### src/rtl/sync_fifo_param.sv
`default_nettype none
// ============================================================================
// Module   : sync_fifo_param
// Brief    : Single-clock FIFO, power-of-two depth, registered or FWFT reads.
// Revision : 1.0
// ============================================================================
module sync_fifo_param #(
    parameter int DATA_W = 8,
    parameter int ADDR_W = 3,
    parameter int AF_LVL = 6,
    parameter int AE_LVL = 2,
    parameter int FWFT   = 0
) (
    input  logic              clk,
    input  logic              reset,
    input  logic              we,
    input  logic [DATA_W-1:0] datain,
    input  logic              re,
    input  logic              err_clr,
    output logic [DATA_W-1:0] dataout,
    output logic              dvalid,
    output logic              full,
    output logic              empty,
    output logic              almost_full,
    output logic              almost_empty,
    output logic [ADDR_W:0]   count,
    output logic              overflow,
    output logic              underflow
);

    localparam int             DEPTH   = 1 << ADDR_W;
    localparam logic [ADDR_W:0] C_DEPTH = (ADDR_W+1)'(DEPTH);
    localparam logic [ADDR_W:0] C_AF    = (ADDR_W+1)'(AF_LVL);
    localparam logic [ADDR_W:0] C_AE    = (ADDR_W+1)'(AE_LVL);

    logic [DATA_W-1:0] mem_q [0:DEPTH-1];

    logic [ADDR_W-1:0] wptr_q, wptr_d;
    logic [ADDR_W-1:0] rptr_q, rptr_d;
    logic [ADDR_W:0]   count_q, count_d;
    logic              overflow_q, overflow_d;
    logic              underflow_q, underflow_d;
    logic              rd_acc, wr_acc;

    // Status flags decode straight from the count register.
    assign full         = (count_q == C_DEPTH);
    assign empty        = (count_q == '0);
    assign almost_full  = (count_q >= C_AF);
    assign almost_empty = (count_q <= C_AE);
    assign count        = count_q;
    assign overflow     = overflow_q;
    assign underflow    = underflow_q;

    always_comb begin
        rd_acc      = re && !empty;
        // A read in the same cycle frees a slot, so a full FIFO still accepts.
        wr_acc      = we && (!full || rd_acc);
        wptr_d      = wptr_q;
        rptr_d      = rptr_q;
        overflow_d  = overflow_q;
        underflow_d = underflow_q;
        if (wr_acc) begin
            wptr_d = wptr_q + 1'b1;
        end
        if (rd_acc) begin
            rptr_d = rptr_q + 1'b1;
        end
        count_d = count_q + {{ADDR_W{1'b0}}, wr_acc} - {{ADDR_W{1'b0}}, rd_acc};
        if (err_clr) begin
            overflow_d  = 1'b0;
            underflow_d = 1'b0;
        end
        if (we && !wr_acc) begin
            overflow_d = 1'b1;
        end
        if (re && !rd_acc) begin
            underflow_d = 1'b1;
        end
    end

    always_ff @(posedge clk) begin
        if (!reset) begin
            wptr_q      <= '0;
            rptr_q      <= '0;
            count_q     <= '0;
            overflow_q  <= 1'b0;
            underflow_q <= 1'b0;
        end else begin
            wptr_q      <= wptr_d;
            rptr_q      <= rptr_d;
            count_q     <= count_d;
            overflow_q  <= overflow_d;
            underflow_q <= underflow_d;
        end
    end

    // Storage is deliberately left unreset; occupancy guards against stale reads.
    always_ff @(posedge clk) begin
        if (reset && wr_acc) begin
            mem_q[wptr_q] <= datain;
        end
    end

    generate
        if (FWFT != 0) begin : g_fwft
            assign dataout = empty ? '0 : mem_q[rptr_q];
            assign dvalid  = !empty;
        end else begin : g_reg_read
            logic [DATA_W-1:0] dataout_q, dataout_d;
            logic              dvalid_q, dvalid_d;

            always_comb begin
                dataout_d = dataout_q;
                dvalid_d  = rd_acc;
                if (rd_acc) begin
                    dataout_d = mem_q[rptr_q];
                end
            end

            always_ff @(posedge clk) begin
                if (!reset) begin
                    dataout_q <= '0;
                    dvalid_q  <= 1'b0;
                end else begin
                    dataout_q <= dataout_d;
                    dvalid_q  <= dvalid_d;
                end
            end

            assign dataout = dataout_q;
            assign dvalid  = dvalid_q;
        end
    endgenerate

endmodule
`default_nettype wire
### config.mk
export PLATFORM = sky130hd
export DESIGN_NAME = sync_fifo_param
export DESIGN_NICKNAME = d
export VERILOG_FILES = /design/src/rtl/sync_fifo_param.sv
export SDC_FILE = /design/constraint.sdc
export NUM_CORES = 1
export LEC_CHECK = 0
export CELL_PAD_IN_SITES_DETAIL_PLACEMENT = 1
export CELL_PAD_IN_SITES_GLOBAL_PLACEMENT = 1
export CORE_UTILIZATION = 40
export CTS_CLUSTER_DIAMETER = 60
export DETAILED_ROUTE_END_ITERATION = 8
export GPL_TIMING_DRIVEN = 0
export PLACE_DENSITY_LB_ADDON = 0.2
export SETUP_SLACK_MARGIN = 0.5
export SLEW_MARGIN = 15
export SYNTH_ARGS = -nofsm -noshare
export SYNTH_HDL_FRONTEND = slang
export SYNTH_SLANG_ARGS = --single-unit
### constraint.sdc
create_clock -name clk -period 2.7 [get_ports clk]
set_clock_uncertainty 0.15 [all_clocks]
set_input_delay 0.405 -clock clk [delete_from_list [all_inputs] [get_ports clk]]
set_output_delay 0.405 -clock clk [all_outputs]
set_load 0.005 [all_outputs]
==> impl_metrics.ini <==
[status]
status = complete, no violations

[sta]
slew_headroom = 0.403
finalCriticalPeriod_ns = 2.30
finalCritPeriodShare = 0.852
setup_viol = 0
fin_tns_setup_ns = 0
rsz0062_at_grt = yes
worstMarginPinSlew_ns = 0.892
report.final.slew_viol_count = 0
finalHoldViolCount = 0
fmax_ghz = 0.435
holdWs_ns = 0.327

[drt]
wl_met1_mm = 3.83
route.met3.wl_um = 281
drt_iter0_markers = 126
vias_per_cell = 5.31
ant_nets = 0
drcViolationCount = 0
top_layer = met4
dr.pass1.iters = 4
totalWireLength_mm = 8.26
routed-via-count = 2187
dr_wl_met2_mm = 3.94
routedWlPerCell_um = 20.1

[global_route]
grt_usage = 0.200
grt_max_degree = 17
antenna_found_initial = 0
grt_pass1_vias = 2186
grt_overflow = 0
grt_pass1_wl_mm = 12.2

[worst_setup_path]
arrival_ns = 2.46
critPathKind = flip-flop to flip-flop
crit_path_cell_trace = inv_4, ha_4, or3b_4, nand2_4, or2_4, o21ai_2, ha_2, fa_2, and2_1
r2r-start = count[3]$_SDFF_PN0_
worstSetupEndpoint = count[1]$_SDFF_PN0_
critPathLaunch = count[3]$_SDFF_PN0_
reg2reg_depth = 9
required_ns = 2.86
endpoint_kind = flip-flop
path_max_fanout = 4
rrSetupSlack_ns = 0.40
slowest_delay_ns = 0.51
crit_slowest_cell = fa_2
crit_path_start_kind = flip-flop
regToRegEndpoint = count[1]$_SDFF_PN0_

[layout]
fillers = 829
layout-drive-gt1-share = 0.280
syn_to_final_growth_pct = 31.0
n_antenna_cell = 0
multiInputGateArea_um2 = 1140
ff_latch_area_um2 = 2350
post-route-util = 0.543
num-nets-final = 325

[synthesis]
ys_seq_elements = 85
syn_inst = 225
ys_types = 34
synth.avg_cell_area_um2 = 15.2
yosys-top-cells-area = edfxtp_1 56%, dfxtp_1 12%, mux2i_1 9.9%, a22oi_1 3.7%, ha_1 3.3%
yosys_warnings = 0
netlist.area_leader.share = 0.561
syn-num-nets = 248
yosysSeqAreaShare = 0.684
yosys.area.top_type = edfxtp_1
synthesis.area_um2 = 3430

[placement]
hpwlAfterDp_mm = 5.16
gp_congestion = 0.708
port-buffer-count = 31

[floorplan]
fp.dieArea_um2 = 8940
io_pins = 32
core_area_um2 = 8260
initial_core_util = 0.415
rows = 33
die_h_um = 94.5
die_w_um = 94.5

[hold_path]
hold_path.class = flip-flop to flip-flop

[cts]
root_buffer = clkbuf_8
clk_latency_ns = 0.37
clock_sinks = 85
htreeDepth = 3
cts-buffers-inserted = 9
clk_pin_slew_ns = 0.09
cts_tree = done
ctsLongestPathBuffers = 2

[power_and_ir_drop]
power_mw = 4.07
ir_worst_vdd_uv = 578
p_per_area_nw_per_um2 = 906
leakagePower_nw = 1.59

[job]
maxCapViolations = 0
## cell usage after synthesis
library cell	n
edfxtp_1	64
mux2i_1	34
dfxtp_1	21
a22oi_1	17
nor2_1	10
a32o_1	9
ha_1	9
inv_1	8
nand2_1	7
and2_1	4
nor3_1	4
buf_1	3
buf_4	3
nand3_1	3
nor2b_1	3
nor4_1	3
xnor2_1	3
a21oi_1	2
or3b_4	2
xor2_1	2
a21o_1	1
a21oi_2	1
a32oi_1	1
buf_2	1
clkbuf_1	1
clkinv_1	1
fa_1	1
nand2_2	1
nand2b_1	1
nor2_2	1
o211ai_1	1
o21ai_0	1
o21ai_4	1
or2_2	1
## flip-flops by register name, indices dropped and copies added, names as in the netlist
signal,count
dvalid,1
dataout,8
mem_q,64
count,4
underflow,1
overflow,1
rptr_q,3
wptr_q,3
## layer usage
metal / GRT usage / up-vias
met3: 0.0403 / 14
li1: - / 1024
met2: 0.321 / 47
met5: 0 / -
met1: 0.258 / 1102
met4: 0.0972 / 0
## cell type report
type	count	share of cell area
clock buffers	9	0.0276
clock inverters	7	0.0181
inverters	9	0.00920
plain buffers	8	0.00976
flip-flops and latches	85	0.524
well taps	105	0.0293
multi-input cells	123	0.255
repair buffers	66	0.127
## cells by family (layout without fill, tap and decap cells)
logic type                 Yosys count  after routing  share of synthesized area
AOI/OAI and AO/OA                   34             34                     0.0822
xor gates and xnor gates             5              5                     0.0128
adders and majority gates           10             10                     0.0387
buffers and inverters               17             99                     0.0223
DFF                                 85             85                      0.684
muxes                               34             34                     0.0993
and+or+nand+nor                     40             40                     0.0610
## report_power, final
group          internal [mW]  total (mW)  switching [mW]  leakage, nW
combinational          0.787        1.49           0.701        0.741
clock                  0.440       0.947           0.507       0.0944
sequential              1.54        1.63          0.0936        0.752
## timing repair
| action | in CTS | in global routing |
|---|---|---|
| buffers inserted | 15 | 13 |
| resized for setup | 25 | 6 |
| pin swaps | 9 | 9 |
| setup endpoints to repair | 54 | 36 |
| gates cloned | 0 | 0 |
| hold buffers | 0 | 0 |
| endpoints found under the hold margin | 0 | 0 |
## cell usage in the layout, fill, tap and decap left out, types with 4 or more instances in the layout
master	instances
a32o_1	9
clkdlybuf4s50_1	26
nand2_1	6
and2_1	4
mux2i_1	34
ha_1	7
clkbuf_8	9
nor2_1	9
edfxtp_1	64
inv_1	5
dfxtp_1	18
buf_4	37
a22oi_1	17
## per-stage QoR
step                      setup WS [ns]  std cells  area, µm²
final                             0.401        412       4490
after global routing              0.324        412       4490
after CTS                         0.400        399       4380
after detailed placement         -0.256        368       3980
after global placement            -1.18        361       3890
after floorplan                   0.372        225       3450
## worst min-delay path by stage
stage	startpoint	end	slack [ns]	depth (start not counted)
3_3_place_gp	dataout[6]$_SDFFE_PN0N_	dataout[6]$_SDFFE_PN0N_	0.30	1
2_1_floorplan	dataout[0]$_SDFFE_PN0N_	dataout[0]$_SDFFE_PN0N_	0.32	1
6_report	dataout[3]$_SDFFE_PN0N_	dataout[3]$_SDFFE_PN0N_	0.33	1
5_1_grt	dataout[4]$_SDFFE_PN0N_	dataout[4]$_SDFFE_PN0N_	0.35	1
3_5_place_dp	dataout[4]$_SDFFE_PN0N_	dataout[4]$_SDFFE_PN0N_	0.31	1
4_1_cts	dataout[3]$_SDFFE_PN0N_	dataout[3]$_SDFFE_PN0N_	0.34	1
## critical path, delay by kind of cell (launching register included)
| family | cells | cell delay (ns) |
|---|---|---|
| buf+inv | 1 | 0.07 |
| simple gates | 4 | 0.78 |
| fa+ha+maj | 3 | 0.84 |
| compound gates | 1 | 0.05 |
| flops | 1 | 0.37 |
(Power assumes the default switching activity.)
